`src/rtl/cb_shift_sequencer.sv`:
```
// Purpose : sequences one Z80 CB rotate/shift (CB 00-3F): fetch operand, run the external rotate/shift unit, write back.
// Latency : start edge to done = 3 cycles (register operand), 3 + read waits + write waits (memory operand).
// Backpressure: memory read/write requests are held until mem_ack; start is ignored while busy.
//
// Optional feature macro: CB_INDEXED_EN enables DD/FD CB indexed addressing (idx_base + signed disp).
// Ports:
//   clk, reset                - clock, synchronous active-high reset
//   start, opcode, hl         - request, CB opcode byte, HL value
//   idx_valid, idx_base, disp - indexed form controls (only used with CB_INDEXED_EN)
//   flags_in / rs_flags_in    - current F; forwarded to the rotate/shift unit for RL/RR carry-in
//   reg_sel/reg_rdata/reg_we  - register file select, read data, write strobe (write data = result)
//   mem_*                     - bus request/response (rd and wr held until ack)
//   rs_data/rs_op/rs_result/rs_flags - rotate/shift unit operand, op select and results
//   result, flags_out, flags_we - registered result and new F with its write strobe
//   busy, done, illegal       - status: busy window, completion pulse, non-rotate-group pulse
module cb_shift_sequencer (
  input  logic        clk,
  input  logic        reset,
  input  logic        start,
  input  logic [7:0]  opcode,
  input  logic [15:0] hl,
  input  logic        idx_valid,
  input  logic [15:0] idx_base,
  input  logic [7:0]  disp,
  input  logic [7:0]  flags_in,
  output logic [2:0]  reg_sel,
  input  logic [7:0]  reg_rdata,
  output logic        reg_we,
  output logic [15:0] mem_addr,
  output logic        mem_rd,
  output logic        mem_wr,
  output logic [7:0]  mem_wdata,
  input  logic [7:0]  mem_rdata,
  input  logic        mem_ack,
  output logic [7:0]  rs_data,
  output logic [7:0]  rs_op,
  output logic [7:0]  rs_flags_in,
  input  logic [7:0]  rs_result,
  input  logic [7:0]  rs_flags,
  output logic [7:0]  result,
  output logic [7:0]  flags_out,
  output logic        flags_we,
  output logic        busy,
  output logic        done,
  output logic        illegal
);

  typedef enum logic [1:0] {S_IDLE, S_RD, S_EX, S_WB} state_t;

  state_t      r_state;
  state_t      w_next;

  logic [5:0]  r_op;        // opcode[5:0]: operation and operand select
  logic        r_mem;       // operand lives in memory
  logic [15:0] r_addr;
  logic [7:0]  r_operand;
  logic [7:0]  r_result;
  logic [7:0]  r_flags;
  logic        r_illegal;   // done+illegal pulse for a rejected group

  logic        w_legal;
  logic        w_accept;
  logic        w_start_mem;
  logic [15:0] w_start_addr;
  logic        w_reg_too;   // indexed form with r != (HL): result also goes to register r
  logic [3:0]  w_rs_sel;

  assign w_legal  = (opcode[7:6] == 2'b00);
  // The illegal pulse cycle counts as busy, so a start there is dropped.
  assign w_accept = start && (r_state == S_IDLE) && !r_illegal;

`ifdef CB_INDEXED_EN
  assign w_start_mem  = (opcode[2:0] == 3'b110) || idx_valid;
  assign w_start_addr = idx_valid ? (idx_base + {{8{disp[7]}}, disp}) : hl;
  assign w_reg_too    = r_mem && (r_op[2:0] != 3'b110);
`else
  logic w_unused_idx;
  assign w_unused_idx = ^{idx_valid, idx_base, disp};
  assign w_start_mem  = (opcode[2:0] == 3'b110);
  assign w_start_addr = hl;
  assign w_reg_too    = 1'b0;
`endif

  // State register
  always_ff @(posedge clk) begin
    if (reset) begin
      r_state <= S_IDLE;
    end else begin
      r_state <= w_next;
    end
  end

  // Next-state logic
  always_comb begin
    w_next = r_state;
    case (r_state)
      S_IDLE:  if (w_accept && w_legal) w_next = S_RD;
      S_RD:    if (!r_mem || mem_ack) w_next = S_EX;
      S_EX:    w_next = S_WB;
      S_WB:    if (!r_mem || mem_ack) w_next = S_IDLE;
      default: w_next = S_IDLE;
    endcase
  end

  // Output decode
  always_comb begin
    mem_rd   = 1'b0;
    mem_wr   = 1'b0;
    reg_we   = 1'b0;
    flags_we = 1'b0;
    case (r_state)
      S_RD: mem_rd = r_mem;
      S_WB: begin
        mem_wr   = r_mem;
        reg_we   = !r_mem || (w_reg_too && mem_ack);
        flags_we = !r_mem || mem_ack;
      end
      default: ;
    endcase
    done = ((r_state == S_WB) && (!r_mem || mem_ack)) || r_illegal;
  end

  assign busy    = (r_state != S_IDLE) || r_illegal;
  assign illegal = r_illegal;

  // Operation select for the rotate/shift unit (note SLL/SRL codes are swapped vs. opcode order)
  always_comb begin
    w_rs_sel = 4'h0;
    case (r_op[5:3])
      3'd0: w_rs_sel = 4'h0;
      3'd1: w_rs_sel = 4'h2;
      3'd2: w_rs_sel = 4'h4;
      3'd3: w_rs_sel = 4'h6;
      3'd4: w_rs_sel = 4'h8;
      3'd5: w_rs_sel = 4'h9;
      3'd6: w_rs_sel = 4'hB;
      3'd7: w_rs_sel = 4'hA;
      default: w_rs_sel = 4'h0;
    endcase
  end

  // Datapath registers
  always_ff @(posedge clk) begin
    if (reset) begin
      r_op      <= 6'd0;
      r_mem     <= 1'b0;
      r_addr    <= 16'h0000;
      r_operand <= 8'h00;
      r_result  <= 8'h00;
      r_flags   <= 8'h00;
      r_illegal <= 1'b0;
    end else begin
      r_illegal <= w_accept && !w_legal;
      if (w_accept && w_legal) begin
        r_op   <= opcode[5:0];
        r_mem  <= w_start_mem;
        r_addr <= w_start_addr;
      end
      if (r_state == S_RD) begin
        if (!r_mem) begin
          r_operand <= reg_rdata;
        end else if (mem_ack) begin
          r_operand <= mem_rdata;
        end
      end
      if (r_state == S_EX) begin
        r_result <= rs_result;
        r_flags  <= rs_flags;
      end
    end
  end

  assign reg_sel     = r_op[2:0];
  assign mem_addr    = r_addr;
  assign mem_wdata   = r_result;
  assign result      = r_result;
  assign flags_out   = r_flags;
  assign rs_data     = r_operand;
  assign rs_op       = {4'h0, w_rs_sel};
  assign rs_flags_in = flags_in;

endmodule

```
`config.mk`:
```
export PLATFORM = sky130hd
export DESIGN_NAME = cb_shift_sequencer
export DESIGN_NICKNAME = d
export VERILOG_FILES = /design/src/rtl/cb_shift_sequencer.sv
export SDC_FILE = /design/constraint.sdc
export NUM_CORES = 1
export LEC_CHECK = 0
export CORE_MARGIN = 2
export CORE_UTILIZATION = 25
export DETAILED_ROUTE_END_ITERATION = 10
export GPL_ROUTABILITY_DRIVEN = 0
export PLACE_DENSITY = 0.7
export SLEW_MARGIN = 20
export SYNTH_ARGS = -nofsm -noshare
export SYNTH_HDL_FRONTEND = slang
export SYNTH_SLANG_ARGS = --single-unit
export TNS_END_PERCENT = 100
```
`constraint.sdc`:
```
create_clock -name clk -period 1.69 [get_ports clk]
set_clock_uncertainty 0.1 [all_clocks]
set_input_delay 0.169 -clock clk [delete_from_list [all_inputs] [get_ports clk]]
set_output_delay 0.169 -clock clk [all_outputs]
set_load 0.005 [all_outputs]
```
==> metrics <==
Worst EP arrival ~1.4 ns; sw power 1.183 mW; die footprint roughly 0.010 sq mm; Comb power frac 39.9%; R2R setup slack roughly 0.066 ns; RR Startpoint r_state[0]$_SDFFE_PP0P_; GRT overflow 0; Crit path largest cell delay around 0.33 ns; layout net count roughly 480; P_int about 2.7 mW; CP cell instances buf_4 > inv_2 > ha_4 > nand2b_1 > dlygate4sd2_1; WHS Path Cells 2; DR pass1 iterations 4; H-tree levels 2; clock network fraction of total power about a fifth; synthesized area approximately 0.0024 sq mm; final core utilization a little over two fifths; share of the yosys chip area belonging to registers 44.67%; iteration-0 DRC count of the detailed router 69; max_slew headroom 64.31%; period utilization ~96%; share of Yosys cell area claimed by the top area cell type between 40% and 50%; Die Y between 100 and 150 microns; Root Buffer Master clkbuf_8; vias in the first global route 2132; hpwl dp 5001 microns; maximum VDD drop between 0.0003 and 0.0004 V; Top delay family on crit path buffers and inverters; number of diodes 0; post-detailed-route count of antenna-violating nets 0; drt drc 0; # fillers 938; pin count of the biggest net entering global routing 30; cells on worst reg2reg path 6; Reg clk slew, reported paths approximately 0.10 ns; worst slew pin tran around 0.54 ns; Pleak roughly 1.4 nW; area of placed instances 0.003699 sq mm; fin. max-slew vios 0; # setup viols final 0; # rows 35; required time of the critical path 1.42 ns; Non-Filler Instances roughly 510; synthesis-to-finish area growth 60.44%; CTS tree yes; PwrDens between 900 and 1000 mW/mm^2; yosys warns 0; Worst Setup End Kind primary output; Max FO, Critical Path 4; # port buffers between 100 and 150; WL final 6786 microns; sw frac a little over 30%; HP Class primary input to flip-flop; Hold Slack around 0.22 ns; Hold Path Sink mem_wdata[3]$_SDFFE_PP0P_; Sink Count 54; # IOs 167; hold-fix buffer count after cts 0; Max Fclk around 620 MHz; Seq pwr share between 40% and 50%; Final Cell Area 0.003882 sq mm; Cells after DPL roughly 500; Reg area approximately 0.0011 sq mm; Syn Area/Cell approximately 9 sq um; GRT Total Usage 12.30%; global-route wire length before repair ~10000 microns; vias per cell roughly 4.5; initial core utilization between 20% and 30%; WP buf/inv 3; total power draw between 3 and 4 mW; cts bufs inserted 5; Hold Path Origin reset; area leader, netlist dfxtp_1; initial antenna violation count 0; count of cell types in the netlist 33; DR vias ~2300; core footprint 0.009328 sq mm; layout cell share with drive strength beyond 1 between 10% and 20%; die width roughly 100 microns; Post-Syn Instances 269; post-layout min period approximately 1.6 ns; reg2reg end r_mem$_SDFFE_PP0N_; critical path class flip-flop to primary output; CP startpoint kind flip-flop; status finished, final reports clean; flops & latches, synth 54; Multi-input gate area 0.001132 sq mm; Worst-Skew Late Latency about 0.3 ns; Final Hold Vio Count 0; Synth area leaders dfxtp_1 (45%), mux2i_1 (11%), buf_4 (7.1%); Max Cap Viol 0; CP max stage cell dfxtp_2; clock buffer depth 2; DR WL/cell between 10 and 15 microns
## how the worst max path moves through the flow
stage               depth (start not counted)               startpoint  slack (ns)                      end
global route                                6  r_state[0]$_SDFFE_PP0P_      -0.004       r_mem$_SDFFE_PP0N_
CTS                                         4  r_state[1]$_SDFFE_PP0P_       -0.17                   mem_rd
detailed placement                          4                opcode[7]       -0.16  r_state[1]$_SDFFE_PP0P_
floorplan                                   5  r_state[0]$_SDFFE_PP0P_        0.13       r_mem$_SDFFE_PP0N_
finish                                      5  r_state[0]$_SDFFE_PP0P_        0.07                     busy
global placement                            5                  mem_ack       -0.16                     done
## state kept, by name, indices dropped and copies added, names as in the netlist
name,flops
w_rs_sel,4
mem_addr,16
r_mem,1
r_state,2
flags_out,8
mem_wdata,8
illegal,1
r_op,6
rs_data,8
## layout make-up
class	count	share of cell area [%]
multi-input combinational	171	29.17
tap	129	4.157
sequential	54	27.91
clock inverter	2	0.3223
inverter	2	0.1934
timing repair buffer	144	36.13
clock buffer	6	2.127
## layout by cell type (no fill, tap or decap), types with 2 or more instances in the layout
cell type	n
nand3_1	22
ha_1	2
buf_12	2
buf_4	20
dfxtp_2	2
nor2_1	17
a21oi_1	34
dlygate4sd2_1	3
a211oi_1	8
buf_6	2
conb_1	4
clkbuf_8	6
o21ai_0	23
xor2_1	2
ha_4	3
nor2b_1	3
mux2i_1	27
and2_1	3
inv_2	2
dfxtp_1	52
clkdlybuf4s50_1	114
nand2b_1	5
## cells by family (layout without fill, tap and decap cells)
| family | count (synthesis) | count (layout) | share of synthesized area (%) |
|---|---|---|---|
| multiplexers | 27 | 27 | 11.17 |
| XOR/XNOR | 2 | 2 | 0.7240 |
| other | 1 | 4 | 0.1550 |
| adder cells (fa/ha/maj) | 5 | 5 | 2.585 |
| buffers and inverters | 47 | 154 | 11.17 |
| AO/OA/AOI/OAI | 71 | 71 | 16.18 |
| flip-flops | 54 | 54 | 44.67 |
| AND/OR/NAND/NOR | 62 | 62 | 13.34 |
## Yosys cell counts
master and number:
dfxtp_1 54, a21oi_1 34, mux2i_1 27, o21ai_0 24, buf_4 23, nand3_1 22, nor2_1 18, clkbuf_1 16
a211oi_1 8, buf_2 5, ha_1 5, nand2b_1 5, and2_1 4, nor2b_1 3, inv_1 2, xor2_1 2
a221oi_1 1, a2bb2oi_1 1, a311oi_1 1, and3b_1 1, clkbuf_2 1, conb_1 1, nand2_1 1, nand3b_1 1
nand4_1 1, nand4b_1 1, nor3_1 1, o211ai_1 1, o21bai_1 1, or2_1 1, or2_2 1, or4_1 1
or4b_1 1
## metal layers
metal / track usage (%) / part of all wire, %
met4: 2.872 / 0.12
met3: 4.241 / 8.2
met1: 14.35 / 44
met5: 0 / 0
met2: 21.71 / 48
## power by group through the flow
stage	combinational [mW]	clock [mW]	sequential (mW)
floorplan	0.685	0	1.61
global placement	1.46	0	1.59
detailed placement	1.48	0	1.60
CTS	1.50	0.792	1.58
global route	1.68	0.835	1.61
finish	1.55	0.748	1.58
## what timing repair did
action | in CTS | in global routing
gates cloned | 0 | 0
pin swaps | 0 | 1
resized for setup | 17 | 8
buffers inserted | 3 | 2
setup endpoints to repair | 7 | 11
## per-stage QoR
stage	setup WS (ns)	TNS, ns
detailed placement	-0.1570	-0.4963
global route	-0.004437	-0.004437
finish	0.06602	0
CTS	-0.1658	-0.1817
floorplan	0.1324	0
global placement	-0.1585	-0.3402
(Power assumes the default switching activity.)
